**config.mk**
```make
export PLATFORM = sky130hd
export DESIGN_NAME = alu_arbiter_flat
export DESIGN_NICKNAME = d
export VERILOG_FILES = /design/src/rtl/alu_arbiter_if.sv /design/src/rtl/alu_arbiter.sv /design/src/flat_wrapper.sv
export SDC_FILE = /design/constraint.sdc
export NUM_CORES = 1
export LEC_CHECK = 0
export CORE_MARGIN = 1
export CORE_UTILIZATION = 33
export CTS_CLUSTER_DIAMETER = 80
export CTS_CLUSTER_SIZE = 30
export DETAILED_ROUTE_END_ITERATION = 8
export PLACE_DENSITY = 0.75
export REMOVE_ABC_BUFFERS = 1
export SLEW_MARGIN = 30
export SYNTH_ARGS = -nofsm -noshare
export SYNTH_HDL_FRONTEND = slang
export SYNTH_SLANG_ARGS = --single-unit
```
**constraint.sdc**
```tcl
create_clock -name clk -period 1.8 [get_ports clk]
set_clock_uncertainty 0.05 [all_clocks]
set_input_delay 0.45 -clock clk [delete_from_list [all_inputs] [get_ports clk]]
set_output_delay 0.45 -clock clk [all_outputs]
set_load 0.005 [all_outputs]
```
**src/rtl/alu_arbiter_if.sv**
```systemverilog
// alu_arbiter_if: requester and response bundle between the clients and alu_arbiter.
// Packing: requester i owns req_a/req_b[8i+7:8i] and req_sel[4i+3:4i].
interface alu_arbiter_if #(
  parameter int NREQ = 2,
  parameter int IDW  = 3
);
  logic [NREQ-1:0]   req_valid;
  logic [NREQ-1:0]   req_ready;
  logic [NREQ*8-1:0] req_a;
  logic [NREQ*8-1:0] req_b;
  logic [NREQ*4-1:0] req_sel;
  logic              resp_valid;
  logic              resp_ready;
  logic [IDW-1:0]    resp_id;
  logic [7:0]        resp_data;
  logic              resp_carry;

  modport master (
    output req_valid, req_a, req_b, req_sel, resp_ready,
    input  req_ready, resp_valid, resp_id, resp_data, resp_carry
  );

  modport slave (
    input  req_valid, req_a, req_b, req_sel, resp_ready,
    output req_ready, resp_valid, resp_id, resp_data, resp_carry
  );
endinterface

```
**src/rtl/alu_arbiter.sv**
```systemverilog
// alu_arbiter: shares one combinational 8-bit ALU between NREQ requesters (IDLE -> ISSUE -> RESP).
// Define ALU_ARB_FIXED_PRIO_EN for lowest-index-wins priority; default build is round-robin.
module alu_arbiter #(
  parameter int NREQ = 2,
  parameter int IDW  = 3
) (
  input  logic         clk,
  input  logic         rst,
  alu_arbiter_if.slave bus,
  output logic [7:0]   alu_a,
  output logic [7:0]   alu_b,
  output logic [3:0]   alu_sel,
  input  logic [7:0]   alu_out,
  input  logic         alu_carry
);
  localparam int PW = (NREQ > 1) ? $clog2(NREQ) : 1;

  typedef enum logic [1:0] {
    IDLE  = 2'd0,
    ISSUE = 2'd1,
    RESP  = 2'd2
  } state_e;

  state_e          state_r;
  state_e          state_s;
  logic [PW-1:0]   base_s;
  logic [NREQ-1:0] rot_s;
  logic [PW-1:0]   off_s;
  logic [PW:0]     sum_s;
  logic [PW-1:0]   win_s;
  logic            found_s;
  logic            grant_s;
  logic [NREQ-1:0] req_ready_s;
  logic [7:0]      win_a_s;
  logic [7:0]      win_b_s;
  logic [3:0]      win_sel_s;
  logic [7:0]      alu_a_r;
  logic [7:0]      alu_b_r;
  logic [3:0]      alu_sel_r;
  logic [IDW-1:0]  id_r;
  logic [7:0]      data_r;
  logic            carry_r;

`ifdef ALU_ARB_FIXED_PRIO_EN
  assign base_s = '0;
`else
  logic [PW-1:0] rr_ptr_r;

  assign base_s = rr_ptr_r;

  // Round-robin pointer: search restarts one past the last winner
  always_ff @(posedge clk) begin
    if (rst) begin
      rr_ptr_r <= '0;
    end else if (grant_s) begin
      rr_ptr_r <= (win_s == PW'(NREQ - 1)) ? '0 : win_s + PW'(1);
    end else begin
      rr_ptr_r <= rr_ptr_r;
    end
  end
`endif

  // Winner search: rotate valids so the start index sits at bit 0, pick the lowest set bit
  always_comb begin
    rot_s   = NREQ'({bus.req_valid, bus.req_valid} >> base_s);
    off_s   = '0;
    found_s = 1'b0;
    for (int i = NREQ - 1; i >= 0; i--) begin
      off_s   = rot_s[i] ? PW'(i) : off_s;
      found_s = found_s | rot_s[i];
    end
    sum_s = {1'b0, base_s} + {1'b0, off_s};
    win_s = (sum_s >= (PW+1)'(NREQ)) ? PW'(sum_s - (PW+1)'(NREQ)) : PW'(sum_s);
  end

  // Operand mux for the current winner
  always_comb begin
    win_a_s   = 8'h00;
    win_b_s   = 8'h00;
    win_sel_s = 4'h0;
    for (int i = 0; i < NREQ; i++) begin
      win_a_s   = (win_s == PW'(i)) ? bus.req_a[8*i +: 8]   : win_a_s;
      win_b_s   = (win_s == PW'(i)) ? bus.req_b[8*i +: 8]   : win_b_s;
      win_sel_s = (win_s == PW'(i)) ? bus.req_sel[4*i +: 4] : win_sel_s;
    end
  end

  // Next-state and accept strobe; ready is suppressed while reset is held
  always_comb begin
    state_s     = state_r;
    grant_s     = 1'b0;
    req_ready_s = '0;
    case (state_r)
      IDLE: begin
        grant_s = found_s & ~rst;
        state_s = grant_s ? ISSUE : IDLE;
      end
      ISSUE: state_s = RESP;
      RESP:  state_s = bus.resp_ready ? IDLE : RESP;
      default: state_s = IDLE;
    endcase
    for (int i = 0; i < NREQ; i++) begin
      req_ready_s[i] = grant_s & (win_s == PW'(i));
    end
  end

  // State register
  always_ff @(posedge clk) begin
    if (rst) begin
      state_r <= IDLE;
    end else begin
      state_r <= state_s;
    end
  end

  // Operand/ID capture on accept, result capture while the ALU is driven
  always_ff @(posedge clk) begin
    if (rst) begin
      alu_a_r   <= 8'h00;
      alu_b_r   <= 8'h00;
      alu_sel_r <= 4'h0;
      id_r      <= '0;
      data_r    <= 8'h00;
      carry_r   <= 1'b0;
    end else begin
      if (grant_s) begin
        alu_a_r   <= win_a_s;
        alu_b_r   <= win_b_s;
        alu_sel_r <= win_sel_s;
        id_r      <= IDW'(win_s);
      end
      if (state_r == ISSUE) begin
        data_r  <= alu_out;
        carry_r <= alu_carry;
      end
    end
  end

  assign alu_a          = alu_a_r;
  assign alu_b          = alu_b_r;
  assign alu_sel        = alu_sel_r;
  assign bus.req_ready  = req_ready_s;
  assign bus.resp_valid = (state_r == RESP);
  assign bus.resp_id    = id_r;
  assign bus.resp_data  = data_r;
  assign bus.resp_carry = carry_r;
endmodule
```
**src/flat_wrapper.sv**
```systemverilog
// flat-port wrapper written by rule: the top's interface ports become plain ports
module alu_arbiter_flat 
#(
  parameter int NREQ = 2,
  parameter int IDW  = 3
)
  (clk, rst, alu_a, alu_b, alu_sel, alu_out, alu_carry, bus_req_valid, bus_req_a, bus_req_b, bus_req_sel, bus_resp_ready, bus_req_ready, bus_resp_valid, bus_resp_id, bus_resp_data, bus_resp_carry);
  alu_arbiter_if #(.NREQ(NREQ), .IDW(IDW)) bus_i ();
  input  logic clk;
  input  logic rst;
  output logic [7:0] alu_a;
  output logic [7:0] alu_b;
  output logic [3:0] alu_sel;
  input  logic [7:0] alu_out;
  input  logic alu_carry;
  input wire logic [$bits(bus_i.req_valid)-1:0] bus_req_valid;
  input wire logic [$bits(bus_i.req_a)-1:0] bus_req_a;
  input wire logic [$bits(bus_i.req_b)-1:0] bus_req_b;
  input wire logic [$bits(bus_i.req_sel)-1:0] bus_req_sel;
  input wire logic [$bits(bus_i.resp_ready)-1:0] bus_resp_ready;
  output wire logic [$bits(bus_i.req_ready)-1:0] bus_req_ready;
  output wire logic [$bits(bus_i.resp_valid)-1:0] bus_resp_valid;
  output wire logic [$bits(bus_i.resp_id)-1:0] bus_resp_id;
  output wire logic [$bits(bus_i.resp_data)-1:0] bus_resp_data;
  output wire logic [$bits(bus_i.resp_carry)-1:0] bus_resp_carry;
  assign bus_i.req_valid = bus_req_valid;
  assign bus_i.req_a = bus_req_a;
  assign bus_i.req_b = bus_req_b;
  assign bus_i.req_sel = bus_req_sel;
  assign bus_i.resp_ready = bus_resp_ready;
  assign bus_req_ready = bus_i.req_ready;
  assign bus_resp_valid = bus_i.resp_valid;
  assign bus_resp_id = bus_i.resp_id;
  assign bus_resp_data = bus_i.resp_data;
  assign bus_resp_carry = bus_i.resp_carry;
  alu_arbiter #(.NREQ(NREQ), .IDW(IDW)) u_core (.clk(clk), .rst(rst), .bus(bus_i), .alu_a(alu_a), .alu_b(alu_b), .alu_sel(alu_sel), .alu_out(alu_out), .alu_carry(alu_carry));
endmodule
```
==> tab_implementation.tex <==
\begin{tabular}{lr}
\hline
Metric & Value \\
\hline
\multicolumn{2}{l}{\textbf{Run status}} \\
\quad Status & finished, violations left \\
\quad Failing checks & setup timing \\
\multicolumn{2}{l}{\textbf{Logic synthesis}} \\
\quad Primary FF master, synth & sky130\_fd\_sc\_hd\_\_dfxtp\_1 \\
\quad Post-Synthesis Mean Instance Area & 8.34 µm² \\
\quad Fraction of the yosys area taken by sequential cells & 0.450 \\
\quad Post-synthesis async set-or-reset flop share & 0 \\
\quad Number of distinct standard cells referenced by the synthesized netlist & 19 \\
\quad Synthesized flop and latch total & 33 \\
\quad Top cell type by total area after synthesis & sky130\_fd\_sc\_hd\_\_dfxtp\_1 \\
\quad Area of the mapped netlist & 1470 µm² \\
\quad Area share of the largest cell type after synthesis & 0.450 \\
\quad Count of yosys warnings during synthesis & 0 \\
\quad Commonest cells in the synthesized netlist & 38 x sky130\_fd\_sc\_hd\_\_nand2\_1, 33 x sky130\_fd\_sc\_hd\_\_dfxtp\_1, 31 x sky130\_fd\_sc\_hd\_\_a21oi\_1 \\
\quad Cell count after synthesis & 176 \\
\quad Most frequent cell after synthesis & sky130\_fd\_sc\_hd\_\_nand2\_1 \\
\quad Number of enable flip-flop cells after synthesis & 0 \\
\quad Synth area leaders & sky130\_fd\_sc\_hd\_\_dfxtp\_1 45\%, sky130\_fd\_sc\_hd\_\_a211oi\_2 14\%, sky130\_fd\_sc\_hd\_\_a21oi\_1 11\% \\
\multicolumn{2}{l}{\textbf{STA}} \\
\quad Total of endpoints with negative setup slack in the final report & 2 \\
\quad Final critical-path share of the clock period & 1.12 \\
\quad Worst-margin pin slew & 587 ps \\
\quad Relative slew margins & 0.608 \\
\quad Fin worst setup slack & -221 ps \\
\quad Final number of hold-violating endpoints & 0 \\
\quad Count of final max-slew check failures & 0 \\
\quad Highest clock rate & 0.495 GHz \\
\quad Minimum period implied by the final worst setup slack & 2020 ps \\
\quad Unrepaired setup endpoints after global routing & true \\
\multicolumn{2}{l}{\textbf{Die}} \\
\quad Chip Height & 68.7 µm \\
\quad Die span in x & 68.7 µm \\
\quad Row count & 23 \\
\quad Initial core utilization & 0.354 \\
\quad Area of the core region & 4140 µm² \\
\quad Total die area & 4720 µm² \\
\quad I/O pin count & 89 \\
\multicolumn{2}{l}{\textbf{Clock tree}} \\
\quad Master cell of the clock root buffer & sky130\_fd\_sc\_hd\_\_clkbuf\_8 \\
\quad Count of clock tree sinks & 33 \\
\quad Worst-Skew Late Latency & 280 ps \\
\quad Count of hold buffers inserted by post-cts repair & 0 \\
\quad H-Tree Depth & 2 \\
\quad TritonCTS clock tree & yes \\
\quad Clock slew at the register clock pins of the worst setup and hold paths & 60 ps \\
\quad Largest buffer count on any clock path & 2 \\
\quad Number of buffers added by the clock tree synthesis step & 5 \\
\multicolumn{2}{l}{\textbf{Power and ir drop}} \\
\quad Power Dens Cells & 769 nW/µm² \\
\quad Clock share of power & 0.280 \\
\quad Total Power Consumption & 1960 µW \\
\quad Flop pwr share & 0.423 \\
\quad Logic gate share of total power & 0.297 \\
\quad Internal power contribution & 1430 µW \\
\quad Sw Ratio & 0.273 \\
\quad Power dissipated by switching net loads & 536 µW \\
\quad Lkg Pwr & 0.000954 µW \\
\quad Worst voltage drop across the vdd grid & 0.357 mV \\
\multicolumn{2}{l}{\textbf{Global route}} \\
\quad Global-route wire length before repair & 6620 µm \\
\quad Remaining Overflow, GRT & 0 \\
\quad GRT Util Overall & 0.198 \\
\quad Number of antenna violations at the first check in global routing & 0 \\
\quad Pin count of the biggest net entering global routing & 33 \\
\quad Vias in the first global route & 1395 \\
\multicolumn{2}{l}{\textbf{Layout}} \\
\quad Final layout net count & 321 \\
\quad Layout Area Growth over Synthesis & 74.2\% \\
\quad Layout cells sized above 1 & 0.191 \\
\quad Utilization of the core after routing & 0.617 \\
\quad Final Non-Filler Cells & 317 \\
\quad Antenna Cells & 0 \\
\quad Filler cell count in the final layout & 382 \\
\multicolumn{2}{l}{\textbf{Critical path}} \\
\quad Reg2reg end & u\_core.alu\_a[1] \\
\quad Dominant delay contributor by cell family on the critical path & simple AND/OR/NAND/NOR gates \\
\quad Slowest cell on the critical path & sky130\_fd\_sc\_hd\_\_or4\_4 \\
\quad Kind of capture point of the worst setup path & output port \\
\quad Cell chain of the critical path & or4\_4 > buf\_6 > nor2\_4 > buf\_2 \\
\quad Buffer and inverter count on the worst path & 2 \\
\quad Critical Setup Path Class & register to output port \\
\quad Number of cells on the worst reg-to-reg path & 7 \\
\quad Maximum fanout encountered on the critical timing path & 2 \\
\quad Setup crit start & u\_core.state\_r[1] \\
\quad Maximum single-stage delay on the critical path & 540 ps \\
\quad Crit Reg-Reg Startpoint & u\_core.state\_r[1] \\
\quad Data arrival time of the critical path & 1520 ps \\
\quad R2r setup slk & 60 ps \\
\quad Critical path launch point type & register \\
\quad Data required time at the worst endpoint & 1300 ps \\
\multicolumn{2}{l}{\textbf{Flow run}} \\
\quad Max-cap violations & 0 \\
\multicolumn{2}{l}{\textbf{Place}} \\
\quad Placer's final routability congestion estimate & 0.702 \\
\quad Count of port buffers added during placement & 86 \\
\quad Pre-CTS setup slack & -926 ps \\
\quad Post-DP HPWL & 2970 µm \\
\quad Placed Instances & 303 \\
\multicolumn{2}{l}{\textbf{Detailed routing}} \\
\quad Initial DRC Count & 64 \\
\quad Remaining antenna violation count & 0 \\
\quad Total DRC errors in the routed layout & 0 \\
\quad Routed WL per cell & 14.5 µm \\
\quad Final routed wirelength across all metal layers & 4580 µm \\
\quad Number of vias per cell & 4.90 \\
\quad Via count & 1552 \\
\quad Detailed-router iteration count before antenna repair & 5 \\
\multicolumn{2}{l}{\textbf{Worst hold path}} \\
\quad Endpoint of the worst hold-timing path & u\_core.bus.resp\_data[5] \\
\quad Number of cells on the worst hold path & 2 \\
\quad Beginning of the worst hold path & u\_core.bus.resp\_data[5] \\
\quad Min-delay worst type & register to register \\
\hline
\end{tabular}
[state kept, by name, summed over array words and instances (netlist names)]
| signal | flops |
|---|---|
| u_core.alu_a | 8 |
| u_core.alu_b | 8 |
| u_core.alu_sel | 4 |
| u_core.base_s | 1 |
| u_core.bus.resp_carry | 1 |
| u_core.bus.resp_data | 8 |
| u_core.bus.resp_id | 1 |
| u_core.state_r | 2 |
[repair_timing]
action,4_1_cts,5_1_grt
endpoints found under the setup margin,25,21
buffers inserted,3,0
pin swaps,3,3
cloned,1,3
resized for setup,29,8
[layout make-up]
class,count,area [µm²],area share
Clock buffer,7,86.3,0.0338
Multi-Input combinational cell,126,732,0.286
Timing Repair Buffer,97,956,0.374
Timing Repair inverter,3,41.3,0.0162
Inverter,1,16.3,0.00636
Tap cell,50,62.6,0.0245
Sequential cell,33,662,0.259
[logic make-up (layout without fill, tap and decap cells)]
logic type | Yosys count | count (layout) | synth area share
flip-flops | 33 | 33 | 0.450
other | 1 | 2 | 0.00256
AND/OR/NAND/NOR | 72 | 72 | 0.201
AO/OA/AOI/OAI | 52 | 52 | 0.271
buffers and inverters | 18 | 108 | 0.0750
[per-stage QoR]
step	setup TNS, ps	area [µm²]	hold WS [ps]
after floorplan	-2920	1370	397
after global placement	-11190	2350	392
after detailed placement	-11740	2350	396
after CTS	-387	2480	405
after global routing	-508	2560	419
final	-421	2560	404
[power by group through the flow]
| stage | sequential (µW) | clock, µW | combinational (µW) |
|---|---|---|---|
| 6_report | 831 | 551 | 583 |
| 5_1_grt | 838 | 599 | 634 |
| 4_1_cts | 831 | 566 | 553 |
| 3_5_place_dp | 846 | 0 | 529 |
| 3_3_place_gp | 844 | 0 | 522 |
| 2_1_floorplan | 851 | 0 | 198 |
[worst max path at each step]
stage	end	slack (ps)	depth (start not counted)
detailed placement	bus_req_ready[0]	-930	5
floorplan	bus_req_ready[1]	-240	3
CTS	bus_req_ready[0]	-200	4
global route	bus_req_ready[0]	-260	4
finish	bus_req_ready[0]	-220	4
global placement	bus_req_ready[0]	-930	5
[layout by cell type (no fill, tap or decap), types with 2 or more instances in the layout]
| master | count |
|---|---|
| sky130_fd_sc_hd__nand2_1 | 38 |
| sky130_fd_sc_hd__a211oi_2 | 17 |
| sky130_fd_sc_hd__nor2b_1 | 2 |
| sky130_fd_sc_hd__clkinv_8 | 3 |
| sky130_fd_sc_hd__conb_1 | 2 |
| sky130_fd_sc_hd__nand2b_1 | 3 |
| sky130_fd_sc_hd__nor3_1 | 2 |
| sky130_fd_sc_hd__nor2_1 | 22 |
| sky130_fd_sc_hd__a21oi_2 | 3 |
| sky130_fd_sc_hd__clkdlybuf4s50_1 | 80 |
| sky130_fd_sc_hd__clkbuf_8 | 6 |
| sky130_fd_sc_hd__nor2_4 | 2 |
| sky130_fd_sc_hd__buf_2 | 4 |
| sky130_fd_sc_hd__buf_4 | 8 |
| sky130_fd_sc_hd__dfxtp_1 | 32 |
| sky130_fd_sc_hd__a21oi_1 | 28 |
| sky130_fd_sc_hd__a211oi_1 | 3 |
[worst min-delay path: cells and delay by family (launching register included)]
family / cells / cell delay [ps]
compound gates: 1 / 50
flops: 1 / 310
simple gates: 1 / 50
[metal layers]
| metal | GRT usage | share of wire | routed length (µm) | up-vias |
|---|---|---|---|---|
| met5 | 0 | 0 | 0 | - |
| met4 | 0.0612 | 0.012 | 56 | 0 |
| met3 | 0.0658 | 0.071 | 326 | 7 |
| met2 | 0.344 | 0.48 | 2210 | 50 |
| met1 | 0.228 | 0.43 | 1990 | 723 |
| li1 | - | - | - | 772 |
Power figures use the tool's default switching activity.
